[src/rtl/exec_wb_pkg.sv]
// Shared types and constants for the exec_wb R-type execute/writeback stage.
// Holds the funct encodings, the FSM state enum and the single-cycle ALU helper.
package exec_wb_pkg;

    localparam int DATA_W = 32;

    localparam logic [5:0] F_SLL  = 6'h00;
    localparam logic [5:0] F_SRL  = 6'h02;
    localparam logic [5:0] F_MULT = 6'h18;
    localparam logic [5:0] F_ADD  = 6'h20;
    localparam logic [5:0] F_SUB  = 6'h22;
    localparam logic [5:0] F_AND  = 6'h24;
    localparam logic [5:0] F_OR   = 6'h25;
    localparam logic [5:0] F_XOR  = 6'h26;
    localparam logic [5:0] F_NOR  = 6'h27;
    localparam logic [5:0] F_SLT  = 6'h2A;

    typedef enum logic [1:0] {
        IDLE = 2'd0,
        MUL  = 2'd1,
        WB   = 2'd2
    } state_e;

    typedef struct packed {
        logic              legal;
        logic [DATA_W-1:0] res;
    } alu_res_t;

    // MULT is deliberately not legal here; the top handles it separately.
    function automatic alu_res_t alu(input logic [5:0]        f,
                                     input logic [4:0]        sh,
                                     input logic [DATA_W-1:0] a,
                                     input logic [DATA_W-1:0] b);
        alu_res_t r;
        r.legal = 1'b1;
        r.res   = '0;
        case (f)
            F_ADD:   r.res = a + b;
            F_SUB:   r.res = a - b;
            F_AND:   r.res = a & b;
            F_OR:    r.res = a | b;
            F_XOR:   r.res = a ^ b;
            F_NOR:   r.res = ~(a | b);
            F_SLT:   r.res = {{(DATA_W-1){1'b0}}, ($signed(a) < $signed(b))};
            F_SLL:   r.res = b << sh;
            F_SRL:   r.res = b >> sh;
            default: r.legal = 1'b0;
        endcase
        return r;
    endfunction

endpackage

[src/rtl/exec_wb_seq_mul.sv]
// Iterative unsigned shift-add multiplier, one partial product per clock.
// 32 iterations after start; only the low DATA_W product bits are kept.
module seq_mul
    import exec_wb_pkg::*;
(
    input  logic              clk,
    input  logic              rst_n,
    input  logic              start,
    input  logic [DATA_W-1:0] a,
    input  logic [DATA_W-1:0] b,
    output logic              done,
    output logic [DATA_W-1:0] product
);

    logic              run_q, run_d;
    logic [5:0]        cnt_q, cnt_d;
    logic [DATA_W-1:0] acc_q, acc_d;
    logic [DATA_W-1:0] mcand_q, mcand_d;
    logic [DATA_W-1:0] mplier_q, mplier_d;
    logic [DATA_W-1:0] step;

    always_comb begin
        run_d    = run_q;
        cnt_d    = cnt_q;
        acc_d    = acc_q;
        mcand_d  = mcand_q;
        mplier_d = mplier_q;
        step     = acc_q + (mplier_q[0] ? mcand_q : '0);
        done     = run_q && (cnt_q == 6'd31);
        // product includes the final iteration so the caller can register it on done
        product  = step;
        if (start) begin
            run_d    = 1'b1;
            cnt_d    = '0;
            acc_d    = '0;
            mcand_d  = a;
            mplier_d = b;
        end else if (run_q) begin
            acc_d    = step;
            mcand_d  = mcand_q << 1;
            mplier_d = mplier_q >> 1;
            if (done) begin
                run_d = 1'b0;
                cnt_d = '0;
            end else begin
                cnt_d = cnt_q + 6'd1;
            end
        end
    end

    always_ff @(posedge clk or negedge rst_n) begin
        if (!rst_n) begin
            run_q    <= 1'b0;
            cnt_q    <= '0;
            acc_q    <= '0;
            mcand_q  <= '0;
            mplier_q <= '0;
        end else begin
            run_q    <= run_d;
            cnt_q    <= cnt_d;
            acc_q    <= acc_d;
            mcand_q  <= mcand_d;
            mplier_q <= mplier_d;
        end
    end

endmodule

[src/rtl/exec_wb.sv]
// R-type execute + register-file writeback stage: single-cycle ALU ops, optional
// iterative MULT when EXEC_WB_MUL_EN is defined (otherwise MULT is illegal).
module exec_wb
    import exec_wb_pkg::*;
(
    input  logic              clk,
    input  logic              rst_n,
    input  logic              in_valid,
    output logic              in_ready,
    input  logic [5:0]        funct,
    input  logic [4:0]        shamt,
    input  logic [4:0]        rd,
    input  logic [DATA_W-1:0] opA,
    input  logic [DATA_W-1:0] opB,
    output logic              wb_en,
    output logic [4:0]        wb_addr,
    output logic [DATA_W-1:0] wb_data,
    output logic              busy,
    output logic              illegal
);

    state_e            state_q, state_d;
    logic              wb_en_q, wb_en_d;
    logic [4:0]        wb_addr_q, wb_addr_d;
    logic [DATA_W-1:0] wb_data_q, wb_data_d;
    logic              illegal_q, illegal_d;
    logic              accept;
    alu_res_t          alu_r;

`ifdef EXEC_WB_MUL_EN
    logic              mul_start;
    logic              mul_done;
    logic [DATA_W-1:0] mul_product;
    logic [4:0]        rd_q, rd_d;

    seq_mul u_mul (
        .clk     (clk),
        .rst_n   (rst_n),
        .start   (mul_start),
        .a       (opA),
        .b       (opB),
        .done    (mul_done),
        .product (mul_product)
    );
`endif

    always_comb begin
        state_d   = state_q;
        wb_en_d   = 1'b0;
        wb_addr_d = wb_addr_q;
        wb_data_d = wb_data_q;
        illegal_d = 1'b0;
        in_ready  = (state_q != MUL);
        accept    = in_valid && in_ready;
        alu_r     = alu(funct, shamt, opA, opB);
`ifdef EXEC_WB_MUL_EN
        mul_start = 1'b0;
        rd_d      = rd_q;
`endif
        case (state_q)
            IDLE, WB: begin
                state_d = IDLE;
                if (accept) begin
`ifdef EXEC_WB_MUL_EN
                    if (funct == F_MULT) begin
                        state_d   = MUL;
                        mul_start = 1'b1;
                        rd_d      = rd;
                    end else
`endif
                    if (alu_r.legal) begin
                        state_d   = WB;
                        wb_en_d   = (rd != 5'd0);
                        wb_addr_d = rd;
                        wb_data_d = alu_r.res;
                    end else begin
                        illegal_d = 1'b1;
                    end
                end
            end
`ifdef EXEC_WB_MUL_EN
            MUL: begin
                if (mul_done) begin
                    state_d   = WB;
                    wb_en_d   = (rd_q != 5'd0);
                    wb_addr_d = rd_q;
                    wb_data_d = mul_product;
                end
            end
`endif
            default: state_d = IDLE;
        endcase
    end

    always_ff @(posedge clk or negedge rst_n) begin
        if (!rst_n) begin
            state_q   <= IDLE;
            wb_en_q   <= 1'b0;
            wb_addr_q <= '0;
            wb_data_q <= '0;
            illegal_q <= 1'b0;
        end else begin
            state_q   <= state_d;
            wb_en_q   <= wb_en_d;
            wb_addr_q <= wb_addr_d;
            wb_data_q <= wb_data_d;
            illegal_q <= illegal_d;
        end
    end

`ifdef EXEC_WB_MUL_EN
    always_ff @(posedge clk or negedge rst_n) begin
        if (!rst_n) rd_q <= '0;
        else        rd_q <= rd_d;
    end
    assign busy = (state_q == MUL);
`else
    assign busy = 1'b0;
`endif

    assign wb_en   = wb_en_q;
    assign wb_addr = wb_addr_q;
    assign wb_data = wb_data_q;
    assign illegal = illegal_q;

endmodule

[config.mk]
export PLATFORM = sky130hd
export DESIGN_NAME = exec_wb
export DESIGN_NICKNAME = d
export VERILOG_FILES = /design/src/rtl/exec_wb_pkg.sv /design/src/rtl/exec_wb_seq_mul.sv /design/src/rtl/exec_wb.sv
export SDC_FILE = /design/constraint.sdc
export NUM_CORES = 1
export LEC_CHECK = 0
export ABC_AREA = 1
export CAP_MARGIN = 25
export CORE_MARGIN = 2
export CORE_UTILIZATION = 60
export DETAILED_ROUTE_END_ITERATION = 12
export GPL_TIMING_DRIVEN = 0
export PLACE_DENSITY = 0.84
export SLEW_MARGIN = 0
export SYNTH_ARGS = -nofsm -noshare
export SYNTH_HDL_FRONTEND = slang
export SYNTH_SLANG_ARGS = --single-unit
[constraint.sdc]
create_clock -name clk -period 1.9 [get_ports clk]
set_input_delay 0.285 -clock clk [delete_from_list [all_inputs] [get_ports clk]]
set_output_delay 0.285 -clock clk [all_outputs]
set_load 0.02 [all_outputs]
==> metrics.md, run 1 <==
| Metric | Value |
|---|---|
| IO Port Bufs | `roughly 120` |
| Stop Error | `[ERROR GRT-0116] Global routing finished with congestion. Check the congestion regions in the DRC Viewer.` |
| Grt total ovfl | `~190` |
| Commonest cells in the netlist | `nand2_1, nand3_1, inv_1` |
| I/O Pins | `around 120` |
| Synth Instances | `between 2000 and 2500` |
| GPL Wtd Cong | `about 1.2` |
| Dominant synthesized flop cell | `dfrtp_1` |
| Starting density of the core | `0.607` |
| CTS max path bufs | `2` |
| Biggest area consumer among synthesized cells | `nand2_1` |
| Largest cells by area after synthesis | `nand2_1, nand3_1, inv_1` |
| Total track usage | `0.787` |
| Root Buffer | `clkbuf_16` |
| Placed Area | `roughly 13000 sq um` |
| Status | `stopped before the end` |
| Last stage reached | `global routing` |
| Syn_area_per_cell | `5.15 sq um` |
| Largest net degree at the start of global routing | `40` |
| Most numerous cell in the Yosys netlist | `nand2_1` |
| Post-synth EDFFs | `0` |
| Die Wd | `144 microns` |
| Post-synthesis instance area | `11700 sq um` |
| Vias in the first global route | `between 20000 and 25000` |
| Row cnt | `just over 50` |
| Dpl ws | `-1.27 ns` |
| Yosys warning total | `0` |
| Die Height | `roughly 140 microns` |
| Syn nets | `around 2500` |
| H-tree Lvls | `2` |
| Area fraction of the dominant cell type after synthesis | `0.228` |
| CTS Hold Bufs | `0` |
| Synth cell types | `46` |
| Number of synthesized register bits | `39` |
| First-pass GRT wire length | `between 100000 and 150000 microns` |
| # clock sinks | `39` |
| Sequential area share after synthesis | `0.0832` |
| Inserted Clock Buffers | `5` |
| Fraction of registers with async set or reset after synthesis | `1.00` |
| Dpl hpwl | `roughly 47000 microns` |
-- kinds of logic after synthesis --
group | count (synthesis) | synth area share
AND/OR/NAND/NOR | 1545 | 0.584
other | 2 | 0.000640
XOR/XNOR | 2 | 0.00149
buffers and inverters | 442 | 0.152
adder cells (fa/ha/maj) | 98 | 0.106
flip-flops | 39 | 0.0832
AO/OA/AOI/OAI | 148 | 0.0723
multiplexers | 1 | 0.000853
-- metal layers --
metal / track usage / GRT overflow
met1: 0.779 / 1
met2: 0.949 / 116
met3: 0.638 / 1
met4: 0.783 / 73
met5: 0.401 / 0
-- metrics by stage --
step | TNS [ns] | util | std cells
after floorplan | 0 | - | 2277
after global placement | -45.78 | 0.685 | 2659
after detailed placement | -36.44 | 0.685 | 2659
after CTS | -0.0167 | 0.791 | 2729
-- what timing repair did --
item / CTS
pin swaps: 120
buffers inserted: 64
gates resized for setup: 725
cloned: 2
setup endpoints to repair: 37
==> run 2, diff against run 1 <==
--- a/config.mk
+++ b/config.mk
@@ -8,10 +8,10 @@
 export ABC_AREA = 1
 export CAP_MARGIN = 25
 export CORE_MARGIN = 2
-export CORE_UTILIZATION = 60
+export CORE_UTILIZATION = 40
 export DETAILED_ROUTE_END_ITERATION = 12
 export GPL_TIMING_DRIVEN = 0
-export PLACE_DENSITY = 0.84
+export PLACE_DENSITY_LB_ADDON = 0.15
 export SLEW_MARGIN = 0
 export SYNTH_ARGS = -nofsm -noshare
 export SYNTH_HDL_FRONTEND = slang
==> metrics.md, run 2 <==
| Metric | Value |
|---|---|
| Leak | `between 8 and 9 nW` |
| Final nets | `between 2000 and 3000` |
| Commonest cells in the netlist | `nand2_1, nand3_1, inv_1` |
| Commonest non-fill, non-tap cell in the layout | `nand2_1` |
| CP peak stage delay | `about 0.43 ns` |
| Worst-path clk slew | `~0.060 ns` |
| Required time worst endpoint | `about 2.1 ns` |
| Core area | `~29000 sq um` |
| Iter 0 DRT Violations | `around 2300` |
| Yosys warning total | `0` |
| Fin Hold WS | `~0.11 ns` |
| Die Height | `~180 microns` |
| CP Launch Point | `opA[0]` |
| Worst slew pin tran | `slightly below 0.9 ns` |
| # clock sinks | `39` |
| DR WL/cell | `24.6 microns` |
| Fin. max-slew vios | `0` |
| Area fraction of the dominant cell type after synthesis | `0.228` |
| Commonest cells after routing, fill and taps aside | `nand2_1, nand3_1, inv_1, buf_4, nand2_2` |
| Final WS setup | `-0.250 ns` |
| Setup violations, final | `21` |
| Critical path cell sequence | `buf_6 > inv_2 > ha_4 > fa_2 > inv_4 > nand3_2 > nand3_4 > nand2_2 > nand2_2 > nand2_1 > nand3_1 > nand4_1 > nor2_1 > nor2_1` |
| Dpl hpwl | `54800 microns` |
| Post-placement cell count | `around 2800` |
| Total track usage | `0.440` |
| Root Buffer | `clkbuf_16` |
| Synth Instances | `~2300` |
| Crit. End Element | `flip-flop` |
| Fraction of registers with async set or reset after synthesis | `1.00` |
| Most numerous cell in the Yosys netlist | `nand2_1` |
| Inserted Clock Buffers | `5` |
| Min Tclk post-route | `~2.2 ns` |
| Detailed Route WL | `between 70000 and 80000 microns` |
| Biggest area consumer among synthesized cells | `nand2_1` |
| Die Wd | `~180 microns` |
| Largest cells by area after synthesis | `nand2_1, nand3_1, inv_1` |
| Clk_lat worst skew | `roughly 0.29 ns` |
| Post-synthesis instance area | `~12000 sq um` |
| Tot Pwr | `roughly 7.6 mW` |
| Status | `finished with violations` |
| Crit path max fanout | `4` |
| Worst Path Arrival | `around 2.3 ns` |
| CTS max path bufs | `2` |
| Grt total ovfl | `0` |
| Syn_area_per_cell | `roughly 5.2 sq um` |
| Sum Neg Setup Slack | `-1.36 ns` |
| RSZ-0062 raised after global routing | `true` |
| Final Hold Vio Count | `0` |
| Final period util | `1.13` |
| Die area | `a little over 30000 sq um` |
| GPL Wtd Cong | `1.09` |
| Fmax | `around 0.47 GHz` |
| Violated checks | `negative setup slack` |
| H-tree Lvls | `2` |
| DR vias/cell | `roughly 6` |
| Syn nets | `about 2500` |
| Starting density of the core | `0.408` |
| Setup Skew | `0 ns` |
| Post-synth EDFFs | `0` |
| Dominant synthesized flop cell | `dfrtp_1` |
| R2r setup slk | `1.04 ns` |
| Vias in the first global route | `~17000` |
| FF-to-FF Start | `wb_data[15]$_DFFE_PN0P_` |
| IO Port Bufs | `117` |
| Maximum capacitance violations | `0` |
| HP Class | `primary input to asynchronous set/reset pin` |
| Max IR drop VDD | `0.462 mV` |
| Sequential area share after synthesis | `0.0832` |
| I/O Pins | `124` |
| Initial antenna violation count | `2` |
| Relative slew slack | `0.404` |
| Layout cells sized above 1 | `0.340` |
| Post-layout instance area | `between 15000 and 20000 sq um` |
| Row cnt | `62` |
| CP Launch Type | `primary input` |
| Critical path class | `primary input to flip-flop` |
| First-pass GRT wire length | `between 100000 and 150000 microns` |
| DR vias | `between 15000 and 20000` |
| Number of synthesized register bits | `39` |
| Pre-antenna DRT Iters | `8` |
| Clock tree from TritonCTS | `done` |
| Area growth, synth to finish | `49.3%` |
| DRT antenna net count | `0` |
| Synth cell types | `46` |
| PD cells | `roughly 430 nW/um^2` |
| Max reg flops | `32` |
| Largest net degree at the start of global routing | `40` |
| Fin cells | `between 2000 and 3000` |
| CP max-delay cell | `nand4_1` |
| DRC | `0` |
| Placed Area | `13400 sq um` |
-- run 2: cell counts after synthesis --
Identical to the previous run, type by type.
-- run 2: what timing repair did --
action | in CTS | in global routing
gates cloned | 4 | 4
hold buffers | 0 | 0
resized for setup | 827 | 399
setup endpoints to repair | 36 | 31
pin swaps | 119 | 153
setup buffers | 88 | 40
-- run 2: power by group --
part           switching [mW]  total (mW)  internal, mW
Combinational            3.40        5.47          2.07
Clock                   0.352       0.910         0.558
Sequential              0.129        1.18          1.05
Total                    3.88        7.56          3.68
-- run 2: layout make-up --
type	count	area (sq um)
Antenna cell	1	2.50
Buffer	92	828
Clock buffer	7	153
Clock inverter	1	7.51
Fill cell	2775	11300
Inverter	340	1350
Multi-Input combinational cell	1796	11600
Sequential cell	39	976
Tap cell	384	480
Timing Repair Buffer	251	2140
-- run 2: worst paths after layout --
| check | endpoint | depth (start not counted) |
|---|---|---|
| max | wb_data[10]$_DFFE_PN0P_ | 14 |
| min | wb_data[18]$_DFFE_PN0P_ | 1 |
| max reg2reg | wb_data[15]$_DFFE_PN0P_ | 2 |
| min reg2reg | wb_addr[1]$_DFFE_PN0P_ | 2 |
| max in group asynchronous | wb_data[8]$_DFFE_PN0P_ | 1 |
| min in group clk | wb_addr[1]$_DFFE_PN0P_ | 2 |
-- run 2: critical path, delay by kind of cell --
family	cells	cell delay, ns
adder cells (fa/ha/maj)	2	0.52
buffers and inverters	3	0.23
AND/OR/NAND/NOR	9	1.28
-- run 2: kinds of logic (layout without fill, tap and decap cells) --
| family | Yosys count | count (layout) | share of synthesized area |
|---|---|---|---|
| compound gates | 148 | 148 | 0.0723 |
| xor+xnor | 2 | 2 | 0.00149 |
| fa+ha+maj | 98 | 98 | 0.106 |
| buf+inv | 442 | 691 | 0.152 |
| flops | 39 | 39 | 0.0832 |
| mux | 1 | 1 | 0.000853 |
| other cells | 2 | 3 | 0.000640 |
| simple gates | 1545 | 1545 | 0.584 |
-- run 2: layer usage --
metal	up-vias	track usage	share of wire
li1	7794	-	-
met1	8130	0.507	0.36
met4	2	0.334	0.096
met3	399	0.104	0.11
met2	1262	0.709	0.44
met5	-	0	0.00017
-- run 2: per-stage QoR --
stage | util | setup slack, ns
2_1_floorplan | - | 0.0506
3_3_place_gp | 0.465 | -1.83
3_5_place_dp | 0.465 | -1.83
4_1_cts | 0.555 | -0.116
5_1_grt | 0.609 | -0.254
6_report | 0.609 | -0.250
No activity file was read; power rests on OpenSTA's default activity.
